===== config.mk =====
export PLATFORM = sky130hd
export DESIGN_NAME = mmio_uart_ctrl
export DESIGN_NICKNAME = d
export VERILOG_FILES = /design/src/rtl/riscv151_mmio_pkg.sv /design/src/rtl/mmio_rx_fifo.sv /design/src/rtl/mmio_uart_ctrl.sv
export SDC_FILE = /design/constraint.sdc
export NUM_CORES = 1
export LEC_CHECK = 0
export ABC_CLOCK_PERIOD_IN_PS = 2400
export CAP_MARGIN = 40
export CORE_MARGIN = 10
export CORE_UTILIZATION = 38
export CTS_CLUSTER_SIZE = 20
export DETAILED_ROUTE_END_ITERATION = 12
export PLACE_DENSITY_LB_ADDON = 0.25
export SYNTH_ARGS = -nofsm -noshare
export SYNTH_HDL_FRONTEND = slang
export SYNTH_SLANG_ARGS = --single-unit

===== constraint.sdc =====
create_clock -name clk -period 2.4 [get_ports clk]
set_input_delay 0.24 -clock clk [delete_from_list [all_inputs] [get_ports clk]]
set_output_delay 0.24 -clock clk [all_outputs]
set_load 0.03 [all_outputs]

===== src/rtl/riscv151_mmio_pkg.sv =====
// Shared constants for the Riscv151 MMIO/UART responder: register offsets,
// status bit positions and a helper that packs the status word.
package riscv151_mmio_pkg;

   localparam logic [7:0] ADDR_STATUS   = 8'h00;
   localparam logic [7:0] ADDR_RX_DATA  = 8'h04;
   localparam logic [7:0] ADDR_TX_DATA  = 8'h08;
   localparam logic [7:0] ADDR_CYC_CNT  = 8'h10;
   localparam logic [7:0] ADDR_INST_CNT = 8'h14;
   localparam logic [7:0] ADDR_CNT_RST  = 8'h18;

   localparam int STAT_TX_EMPTY = 0;
   localparam int STAT_RX_VALID = 1;

   // Status register image; every bit not named here reads as zero.
   function automatic logic [31:0] status_word(input logic tx_empty, input logic rx_avail);
      logic [31:0] w;
      w                = 32'h0000_0000;
      w[STAT_TX_EMPTY] = tx_empty;
      w[STAT_RX_VALID] = rx_avail;
      return w;
   endfunction

endpackage


===== src/rtl/mmio_rx_fifo.sv =====
// Circular byte FIFO for the UART receive path. Pointers carry one extra wrap
// bit so full and empty are told apart by pointer comparison alone.
// Used by mmio_uart_ctrl only when RX_FIFO_EN is defined.
module mmio_rx_fifo #(
   parameter int DEPTH = 8
) (
   input  logic       clk,
   input  logic       rst,
   input  logic       push_i,
   input  logic [7:0] push_data_i,
   input  logic       pop_i,
   output logic [7:0] pop_data_o,
   output logic       full_o,
   output logic       empty_o
);

   localparam int AW = $clog2(DEPTH);
   localparam logic [AW:0] PTR_ONE = {{AW{1'b0}}, 1'b1};

   logic [7:0]  mem_q [DEPTH];
   logic [AW:0] wr_ptr_q, wr_ptr_d;
   logic [AW:0] rd_ptr_q, rd_ptr_d;
   logic        do_push_s;
   logic        do_pop_s;

   assign empty_o    = (wr_ptr_q == rd_ptr_q);
   assign full_o     = (wr_ptr_q[AW] != rd_ptr_q[AW]) &&
                       (wr_ptr_q[AW-1:0] == rd_ptr_q[AW-1:0]);
   assign pop_data_o = mem_q[rd_ptr_q[AW-1:0]];
   assign do_push_s  = push_i & ~full_o;
   assign do_pop_s   = pop_i & ~empty_o;

   // Pointer advance; push and pop in one cycle move both pointers.
   always_comb begin
      wr_ptr_d = wr_ptr_q;
      rd_ptr_d = rd_ptr_q;
      if (do_push_s) begin
         wr_ptr_d = wr_ptr_q + PTR_ONE;
      end else begin
         wr_ptr_d = wr_ptr_q;
      end
      if (do_pop_s) begin
         rd_ptr_d = rd_ptr_q + PTR_ONE;
      end else begin
         rd_ptr_d = rd_ptr_q;
      end
   end

   // Pointer registers; reset empties the FIFO.
   always_ff @(posedge clk) begin
      if (rst) begin
         wr_ptr_q <= '0;
         rd_ptr_q <= '0;
      end else begin
         wr_ptr_q <= wr_ptr_d;
         rd_ptr_q <= rd_ptr_d;
      end
   end

   // Storage array; contents are only ever read when the FIFO is non-empty.
   always_ff @(posedge clk) begin
      if (do_push_s) begin
         mem_q[wr_ptr_q[AW-1:0]] <= push_data_i;
      end
   end

endmodule


===== src/rtl/mmio_uart_ctrl.sv =====
// Memory-mapped responder for the Riscv151 I/O region: UART RX/TX staging,
// status, and cycle / retired-instruction counters. Load data is registered
// to match the one-cycle latency of the synchronous memories.
// Build option: define RX_FIFO_EN to replace the single-byte RX holding
// register with an RX_FIFO_DEPTH-entry FIFO.
module mmio_uart_ctrl
   import riscv151_mmio_pkg::*;
#(
   parameter logic [3:0] MMIO_TOP_NIBBLE = 4'h8,
   parameter int         RX_FIFO_DEPTH   = 8
) (
   input  logic        clk,
   input  logic        rst,
   input  logic [31:0] mmio_addr,
   input  logic [31:0] mmio_wdata,
   input  logic        mmio_we,
   input  logic        mmio_re,
   output logic [31:0] mmio_rdata,
   input  logic        inst_retire,
   input  logic [7:0]  rx_data,
   input  logic        rx_valid,
   output logic        rx_ready,
   output logic [7:0]  tx_data,
   output logic        tx_valid,
   input  logic        tx_ready
);

   logic        hit_s;
   logic [7:0]  off_s;
   logic        rd_rx_s;
   logic        wr_tx_s;
   logic        wr_cnt_rst_s;
   logic        rx_push_s;
   logic        rx_pop_s;
   logic        rx_full_s;
   logic        rx_empty_s;
   logic [7:0]  rx_head_s;
   logic        tx_accept_s;
   logic        tx_handshake_s;

   logic [31:0] rdata_q, rdata_d;
   logic [31:0] cyc_q, cyc_d;
   logic [31:0] inst_q, inst_d;
   logic [7:0]  tx_data_q, tx_data_d;
   logic        tx_valid_q, tx_valid_d;

   assign hit_s        = (mmio_addr[31:28] == MMIO_TOP_NIBBLE);
   assign off_s        = mmio_addr[7:0];
   assign rd_rx_s      = mmio_re & hit_s & (off_s == ADDR_RX_DATA);
   assign wr_tx_s      = mmio_we & hit_s & (off_s == ADDR_TX_DATA);
   assign wr_cnt_rst_s = mmio_we & hit_s & (off_s == ADDR_CNT_RST);

   // rx_ready depends only on stored state, so a pop never opens a slot in
   // the same cycle and a push can never land on a full buffer.
   assign rx_ready  = ~rx_full_s;
   assign rx_push_s = rx_valid & ~rx_full_s;
   assign rx_pop_s  = rd_rx_s & ~rx_empty_s;

`ifdef RX_FIFO_EN
   mmio_rx_fifo #(
      .DEPTH(RX_FIFO_DEPTH)
   ) u_rx_fifo (
      .clk         (clk),
      .rst         (rst),
      .push_i      (rx_push_s),
      .push_data_i (rx_data),
      .pop_i       (rx_pop_s),
      .pop_data_o  (rx_head_s),
      .full_o      (rx_full_s),
      .empty_o     (rx_empty_s)
   );

   logic unused_s;
   assign unused_s = ^{mmio_addr[27:8], mmio_wdata[31:8]};
`else
   logic       rx_full_q;
   logic [7:0] rx_byte_q;

   assign rx_full_s  = rx_full_q;
   assign rx_empty_s = ~rx_full_q;
   assign rx_head_s  = rx_byte_q;

   // Single-byte RX holding register; pop and push are mutually exclusive
   // because a push needs the register empty and a pop needs it full.
   always_ff @(posedge clk) begin
      if (rst) begin
         rx_full_q <= 1'b0;
         rx_byte_q <= 8'h00;
      end else if (rx_pop_s) begin
         rx_full_q <= 1'b0;
      end else if (rx_push_s) begin
         rx_full_q <= 1'b1;
         rx_byte_q <= rx_data;
      end
   end

   logic unused_s;
   assign unused_s = ^{mmio_addr[27:8], mmio_wdata[31:8], (RX_FIFO_DEPTH != 0)};
`endif

   // A TX store is taken when the holding slot is empty or is being drained
   // by the transmitter in this very cycle; otherwise it is dropped.
   assign tx_handshake_s = tx_valid_q & tx_ready;
   assign tx_accept_s    = wr_tx_s & (~tx_valid_q | tx_ready);

   // Load data mux: sampled in the mmio_re cycle, held otherwise.
   always_comb begin
      rdata_d = rdata_q;
      if (mmio_re) begin
         if (hit_s) begin
            case (off_s)
               ADDR_STATUS:   rdata_d = status_word(~tx_valid_q, ~rx_empty_s);
               ADDR_RX_DATA:  rdata_d = rx_empty_s ? 32'h0000_0000 : {24'h00_0000, rx_head_s};
               ADDR_CYC_CNT:  rdata_d = cyc_q;
               ADDR_INST_CNT: rdata_d = inst_q;
               default:       rdata_d = 32'h0000_0000;
            endcase
         end else begin
            rdata_d = 32'h0000_0000;
         end
      end else begin
         rdata_d = rdata_q;
      end
   end

   // TX holding slot next state.
   always_comb begin
      tx_data_d  = tx_data_q;
      tx_valid_d = tx_valid_q;
      if (tx_accept_s) begin
         tx_data_d  = mmio_wdata[7:0];
         tx_valid_d = 1'b1;
      end else if (tx_handshake_s) begin
         tx_valid_d = 1'b0;
      end else begin
         tx_valid_d = tx_valid_q;
      end
   end

   // Counters: free-running wrap; a counter-reset store beats any increment.
   always_comb begin
      cyc_d  = cyc_q + 32'd1;
      inst_d = inst_q;
      if (wr_cnt_rst_s) begin
         cyc_d  = 32'h0000_0000;
         inst_d = 32'h0000_0000;
      end else if (inst_retire) begin
         inst_d = inst_q + 32'd1;
      end else begin
         inst_d = inst_q;
      end
   end

   // State registers for read data, TX slot and counters.
   always_ff @(posedge clk) begin
      if (rst) begin
         rdata_q    <= 32'h0000_0000;
         cyc_q      <= 32'h0000_0000;
         inst_q     <= 32'h0000_0000;
         tx_data_q  <= 8'h00;
         tx_valid_q <= 1'b0;
      end else begin
         rdata_q    <= rdata_d;
         cyc_q      <= cyc_d;
         inst_q     <= inst_d;
         tx_data_q  <= tx_data_d;
         tx_valid_q <= tx_valid_d;
      end
   end

   assign mmio_rdata = rdata_q;
   assign tx_data    = tx_data_q;
   assign tx_valid   = tx_valid_q;

endmodule


==> Word-level counts from Yosys, hierarchy flattened <==
Cells that the tools add are included.
{ "totals": {"regBits": 114, "inputBits": 79, "out_inout_bits": 42} }
{ "classes": {"add_sub_neg": 2, "n_eq_ne": 6, "muxes": 5, "bitwise_logic": 13, "n_reduce_logical": 5} }
{ "op_table": {"columns": ["operator", "count"], "rows": [
  ["$pmux 32 s4", 1],
  ["$add 32x1->32 const B", 2],
  ["$mux 32", 1],
  ["$eq 8x5->1 const B", 3],
  ["$and 1x1->1", 9],
  ["$eq 8x3->1 const B", 1],
  ["$eq 8x4->1 const B", 1],
  ["$logic_not 8->1", 1],
  ["$mux 8", 1],
  ["$eq 4x4->1 const B", 1],
  ["$reduce_or 2->1", 2],
  ["$not 1->1", 3],
  ["$mux 1", 2],
  ["$reduce_and 2->1", 1],
  ["$reduce_bool 2->1", 1],
  ["$or 1x1->1", 1]
]} }

==> Logic depth before layout (Yosys ltp) <==
Gate-level depths: netlist of the first run.
{ "logic_depth": {"word_depth": 6, "depth_mapped": 7, "mapped_depth_nobuf": 5} }

==> Worst setup path after synthesis of the first run <==
No wires, ideal clock.
{ "synth_timing": {"kind": "input to register", "from": "input port mmio_addr[29]", "to": "register cyc_q[18]", "arrival_time_ps": 1984, "required_time_ps": 2275, "path_slack_ps": 290, "path_stages": 7, "n_path_buf": 3, "path_cell_list": "or4b_1 clkbuf_1 or4_1 buf_2 o21ai_4 buf_6 a21oi_1"} }
{ "synth_via": {"elab_chain_len": 4} }
{ "synth_lines": {"columns": ["item", "line_no", "source"], "rows": [
  ["from (decl)", "mmio_uart_ctrl.sv:14", "input logic [31:0] mmio_addr,"],
  ["$eq 4x4->1", "mmio_uart_ctrl.sv:47", "assign hit_s = (mmio_addr[31:28] == MMIO_TOP_NIBBLE);"],
  ["$and 1x1->1 (2 in series)", "mmio_uart_ctrl.sv:51", "assign wr_cnt_rst_s = mmio_we & hit_s & (off_s == ADDR_CNT_RST);"],
  ["$reduce_or 2->1 (no source line)", null, null],
  ["to (signal assigned)", "mmio_uart_ctrl.sv:164", "cyc_q <= cyc_d;"],
  ["to (decl)", "mmio_uart_ctrl.sv:42", "logic [31:0] cyc_q, cyc_d;"]
]} }
Every way passes these cells.
A chain may end at the register's enable or synchronous reset.

==> Final worst setup path of the first run <==
{ "layout_timing": {"from": "register cyc_q[9]", "to": "register cyc_q[30]"} }
{ "layout_via": {"elab_chain_len": 1} }
{ "layout_lines": {"columns": ["item", "line_no", "source"], "rows": [
  ["$add 32x1->32", "mmio_uart_ctrl.sv:142", "cyc_d = cyc_q + 32'd1;"]
]} }
Every way passes these cells.

==> results of run 1 <==
flip-flops by register name, summed over array words and instances, names as in the netlist:
name	count
tx_valid	1
cyc_q	32
rx_full_q	1
inst_q	32
mmio_rdata	32
tx_data	8
rx_byte_q	8
per-layer routing:
metal / track usage, % / vias to the layer above
met5: 0 / -
met1: 17.9 / 2322
met3: 5.17 / 24
li1: - / 2444
met2: 24.8 / 104
met4: 5.71 / 0
kinds of logic (layout without fill, tap and decap cells):
logic type / count (synthesis) / after routing
buffers and inverters: 54 / 146
adders and majority gates: 2 / 2
AOI/OAI and AO/OA: 135 / 135
xor gates and xnor gates: 26 / 26
DFF: 114 / 114
and+or+nand+nor: 262 / 262
muxes: 36 / 36
per-stage QoR:
step                      worst slack (ps)  TNS, ps
after floorplan                        290        0
after global placement              -0.516   -0.516
after detailed placement             -46.0     -424
after CTS                             53.4        0
after global routing                  70.7        0
final                                  181        0
path summary, 6_finish.rpt:
path	end	cells past startpoint	slack (ps)
max	cyc_q[30]	4	180
max reg2reg	cyc_q[30]	4	180
min	mmio_rdata[23]	2	240
min reg2reg	mmio_rdata[3]	2	470
cell usage after synthesis, drive strengths merged:
library cell / instances / area share [%]
a211o: 1 / 0.16
a21oi: 75 / 7.0
a221oi: 1 / 0.16
a22oi: 6 / 0.83
a31o: 1 / 0.16
and2: 2 / 0.23
and3: 1 / 0.12
and4: 7 / 1.1
buf: 11 / 1.6
clkbuf: 29 / 2.0
dfxtp: 114 / 42
ha: 2 / 0.46
inv: 14 / 0.97
mux2: 25 / 5.2
mux2i: 11 / 2.0
nand2: 33 / 2.3
nand2b: 10 / 1.2
nand3: 27 / 2.5
nand3b: 3 / 0.42
nand4: 18 / 2.1
nor2: 66 / 4.6
nor2b: 26 / 3.0
nor3: 7 / 0.65
nor4: 14 / 1.7
o211ai: 3 / 0.42
o21ai: 20 / 2.1
o31ai: 28 / 3.9
or2: 4 / 0.46
or3: 8 / 0.93
or4: 34 / 4.7
or4b: 2 / 0.37
xnor2: 18 / 2.9
xor2: 8 / 1.3
power breakdown:
part,total [mW],internal (mW),switching [mW]
registers,1.93,1.91,0.0156
clock network,2.42,1.58,0.835
logic,0.206,0.100,0.105
layout make-up:
| class | count | area, um^2 |
|---|---|---|
| Fill cell | 1352 | 6930 |
| Multi-Input combinational cell | 461 | 2880 |
| Sequential cell | 114 | 2280 |
| Timing Repair Buffer | 100 | 948 |
| Clock buffer | 28 | 527 |
| Tap cell | 180 | 225 |
| Inverter | 14 | 52.6 |
| Clock inverter | 4 | 45.0 |
layout by cell type, fill, tap and decap left out, types with 4 or more instances in the layout:
cell type        synthesis  routed
nand2_1                 33      33
nor4_1                  13      12
dfxtp_1                114     114
or2_2                    4       4
nand4_1                 18      18
nor3_1                   7       7
a22oi_1                  6       6
nand2b_1                10      10
buf_4                    0      23
xor2_1                   8       8
xnor2_1                 18      18
inv_1                   14      14
or4_1                   34      32
mux2i_1                 11      11
nand3_1                 27      27
a21oi_1                 75      75
clkbuf_8                 0       6
clkbuf_1                28       5
o21ai_0                 19      19
clkdlybuf4s50_1          0      75
clkbuf_16                0      17
nor2b_1                 26      26
mux2_2                  25      25
or3_1                    8       8
nor2_1                  66      66
o31ai_1                 28      28
and4_1                   7       7
==> flow_metrics.tcl, run 1 <==
set metrics [dict create \
    gr-usage-all-layers_pct 15.1 \
    hold_ws_ps 238 \
    final_core_util_pct 50.1 \
    outcome "finished clean" \
    gr-total-overflow 0 \
    crit_chain "nand4_1 -> or4_4 -> or4_1 -> a21oi_1" \
    arrival_ps 2560 \
    routed.top_layer "met4" \
    placed_area_mm2 0.00638 \
    grt_pass1_wl_mm 24.6 \
    crit_start "cyc_q[9]" \
    globalplace.congestion 0.795 \
    drt.antenna.violating_nets 0 \
    placedCellCount 869 \
    worstSetupEndpointType "flop" \
    cts.clk_slew.worst_paths_ps 50 \
    synthAdderAreaFrac_pct 0.464 \
    die_y_um 139 \
    worstHoldPathType "in2reg" \
    layout.nets 789 \
    slowest_delay_ps 710 \
    required_ps 2740 \
    detail_route.wl_per_cell_um 16.3 \
    cts.path.max_buffers 2 \
    syn_inst 629 \
    final.setup_skew_ps 6.27 \
    dieArea_mm2 0.0194 \
    wl_met1_mm 6.44 \
    diodes 0 \
    hold_buffers 0 \
    synth.distinct_cells 39 \
    critical_path_buf_inv_count 0 \
    max_cap_violations 0 \
    cts_root_buffer "clkbuf_16" \
    cts_sinks 114 \
    die_w_um 139 \
    rows 43 \
    p_total_mw 4.55 \
    ir_drop_mv 0.381 \
    crit_fanout 14 \
    wirelength_mm 14.7 \
    period_needed_ps 2220 \
    dp_hpwl_mm 10.5 \
    grt_pass1_vias 4880 \
    cts_resized 0 \
    stdcell_count 901 \
    synth-compound-area-share_pct 14.7 \
    drt-initial-drc-count 347 \
    synth-simple-area-share_pct 26.4 \
    hold_path.startpoint "rst" \
    area_delta_synth_final_pct 28.9 \
    synthXorXnorAreaFrac_pct 4.22 \
    hold_viol_final 0 \
    io_pins 121 \
    slew_headroom_pct 66.5 \
    rsz0062_at_grt "false" \
    slew_viol_final 0 \
    worst_slew_pin_slew_ps 503 \
    ys_seq_area_share_pct 42.3 \
    drt-pass1-iter-count 4 \
    cts_buffers 17 \
    syn_nets 710 \
    num_vias 4894 \
    regToRegStartpoint "cyc_q[9]" \
    htreeDepth 4 \
    max_clock_freq_mhz 451 \
    crit_type "reg2reg" \
    yosysWarnings 0 \
    p_leak_nw 2.28 \
    post_cts_buffers 0 \
    antenna_found_initial 0 \
    vias_per_cell 5.43 \
    drc 0 \
    cts_tree "yes" \
    synthMuxAreaShare_pct 7.26 \
    syn_area_per_cell_um2 8.58 \
    startpoint_type "flop" \
    start_util_pct 38.9 \
    netlist_area_mm2 0.00540 \
    synth_seq_cells 114 \
    coreArea_mm2 0.0139 \
    layout-drive-gt1-share_pct 12.2 \
    worstSkewPairLatency_ps 420 \
    dr_wl_met3_um 930 \
    wl_met2_mm 7.12 \
    setup_viol 0 \
    crit_path_top_delay_cell "or4_4" \
    path_delay_family "simple AND/OR/NAND/NOR gates" \
    stdcell_area_mm2 0.00696 \
    io_buffers 76 \
    synth_top_family_by_area "simple AND/OR/NAND/NOR gates" \
    fin_crit_sh_pct 92.5 \
    p_per_area_mw_per_mm2 654 \
    grt_start_max_net_pins 42 \
]
No activity file was read; power rests on OpenSTA's default activity.
==> run 2, diff against run 1 <==
--- a/config.mk
+++ b/config.mk
@@ -12,6 +12,7 @@
 export CTS_CLUSTER_SIZE = 20
 export DETAILED_ROUTE_END_ITERATION = 12
 export PLACE_DENSITY_LB_ADDON = 0.25
+export REMOVE_ABC_BUFFERS = 1
 export SYNTH_ARGS = -nofsm -noshare
 export SYNTH_HDL_FRONTEND = slang
 export SYNTH_SLANG_ARGS = --single-unit
==> run 2 against run 1 <==
Power grew 4.1%; utilization rose by 0.32 points; design area grew 0.65%; non-clock buffer count unchanged; critical endpoint is now cyc_q[21]; highest routed layer unchanged.
==> flow_metrics.tcl, run 2 (synthesis gave the netlist of run 1 again) <==
set metrics [dict create \
    grt_start_max_net_pins 43 \
    max_clock_freq_mhz 443 \
    cts_tree "yes" \
    die_y_um 139 \
    wirelength_mm 14.2 \
    crit_fanout 14 \
    hold_viol_final 0 \
    p_total_mw 4.74 \
    stdcell_count 901 \
    max_cap_violations 0 \
    cts_sinks 114 \
    start_util_pct 38.9 \
    slew_viol_final 0 \
    grt_pass1_vias 4861 \
    final_common_cell "dfxtp_1" \
    p_per_area_mw_per_mm2 677 \
    hold_buffers 0 \
    htreeDepth 4 \
    required_ps 2740 \
    crit_type "reg2reg" \
    layout-drive-gt1-share_pct 12.1 \
    final.setup_skew_ps 6.93 \
    p_leak_nw 2.30 \
    arrival_ps 2600 \
    detail_route.wl_per_cell_um 15.8 \
    regToRegStartpoint "cyc_q[9]" \
    min_path_cells 3 \
    worst_slew_pin_slew_ps 505 \
    cts.path.max_buffers 2 \
    outcome "finished clean" \
    coreArea_mm2 0.0139 \
    worstSkewPairLatency_ps 410 \
    globalplace.congestion 0.842 \
    layout.nets 789 \
    ir_drop_mv 0.403 \
    drc 0 \
    most-common-layout-cells "114 x dfxtp_1, 75 x a21oi_1, 75 x clkdlybuf4s50_1" \
    gr-usage-all-layers_pct 14.6 \
    worstSetupEndpointType "flop" \
    rsz0062_at_grt "false" \
    period_needed_ps 2260 \
    ff_latch_area_mm2 0.00228 \
    slew_headroom_pct 66.1 \
    post_cts_buffers 0 \
    hold_path.startpoint "rst" \
    dieArea_mm2 0.0194 \
    fin_crit_sh_pct 94.2 \
    setup_viol 0 \
    area_delta_synth_final_pct 29.8 \
    placedCellCount 869 \
    io_buffers 76 \
    hold_path_end "rx_byte_q[3]" \
    drt-initial-drc-count 331 \
    num_vias 4904 \
    antenna_found_initial 0 \
    nFillCells 1314 \
    startpoint_type "flop" \
    cts_resized 0 \
    grt_pass1_wl_mm 23.6 \
    reg2reg_slack_ps 140 \
    drt.antenna.violating_nets 0 \
    die_w_um 139 \
    io_pins 121 \
    drt-pass1-iter-count 4 \
    vias_per_cell 5.44 \
    r2r_end "cyc_q[21]" \
    reg2reg_depth 4 \
    cts.clk_slew.worst_paths_ps 50 \
    dp_hpwl_mm 10.3 \
    cts_buffers 17 \
    diodes 0 \
    cts_root_buffer "clkbuf_16" \
    rows 43 \
    worstHoldPathType "in2reg" \
    multi_input_area_mm2 0.00287 \
    gr-total-overflow 0 \
]
## run 2: worst max-delay path: stages (launching register included)
cell	delay, ps
dfxtp_1	410
nand4_1	280
or4_1	800
or4_1	550
a21oi_1	160
## run 2: how the worst max path moves through the flow
stage	endpoint	slack (ps)	cells past startpoint	start
finish	cyc_q[21]	140	4	cyc_q[9]
global route	cyc_q[20]	30	4	cyc_q[9]
CTS	cyc_q[21]	170	4	cyc_q[9]
detailed placement	cyc_q[11]	-50	6	mmio_addr[29]
global placement	cyc_q[9]	-8	6	mmio_addr[29]
floorplan	mmio_rdata[2]	-1080	4	mmio_addr[29]
## run 2: stage by stage
step	area (um^2)	hold slack, ps	util [%]	setup TNS (ps)	setup slack [ps]
2_1_floorplan	5200	309	-	-39830	-1080
5_1_grt	7000	323	50.4	0	31.7
6_report	7000	305	50.4	0	140
3_5_place_dp	6380	460	45.9	-874	-52.0
3_3_place_gp	6380	458	45.9	-92.4	-8.34
4_1_cts	7000	289	50.4	0	169
## run 2: report_power, final
part           total (mW)  switching [mW]  internal [mW]
Combinational       0.206           0.106          0.100
Sequential           1.93          0.0190           1.91
Clock                2.60           0.821           1.78
Total                4.74           0.945           3.79
## run 2: layout make-up
type | count | area share, %
Multi-Input combinational cell | 461 | 41.0
Sequential cell | 114 | 32.6
Timing Repair Buffer | 100 | 13.5
Clock buffer | 30 | 8.06
Tap cell | 180 | 3.22
Clock inverter | 2 | 0.858
Inverter | 14 | 0.751
## run 2: metal layers
layer	global-route usage (%)	vias to the layer above	wire length (um)
met2	24.1	85	7040
met1	17.0	2358	6360
li1	-	2444	-
met5	0	-	0
met4	6.21	0	280
met3	4.55	17	562
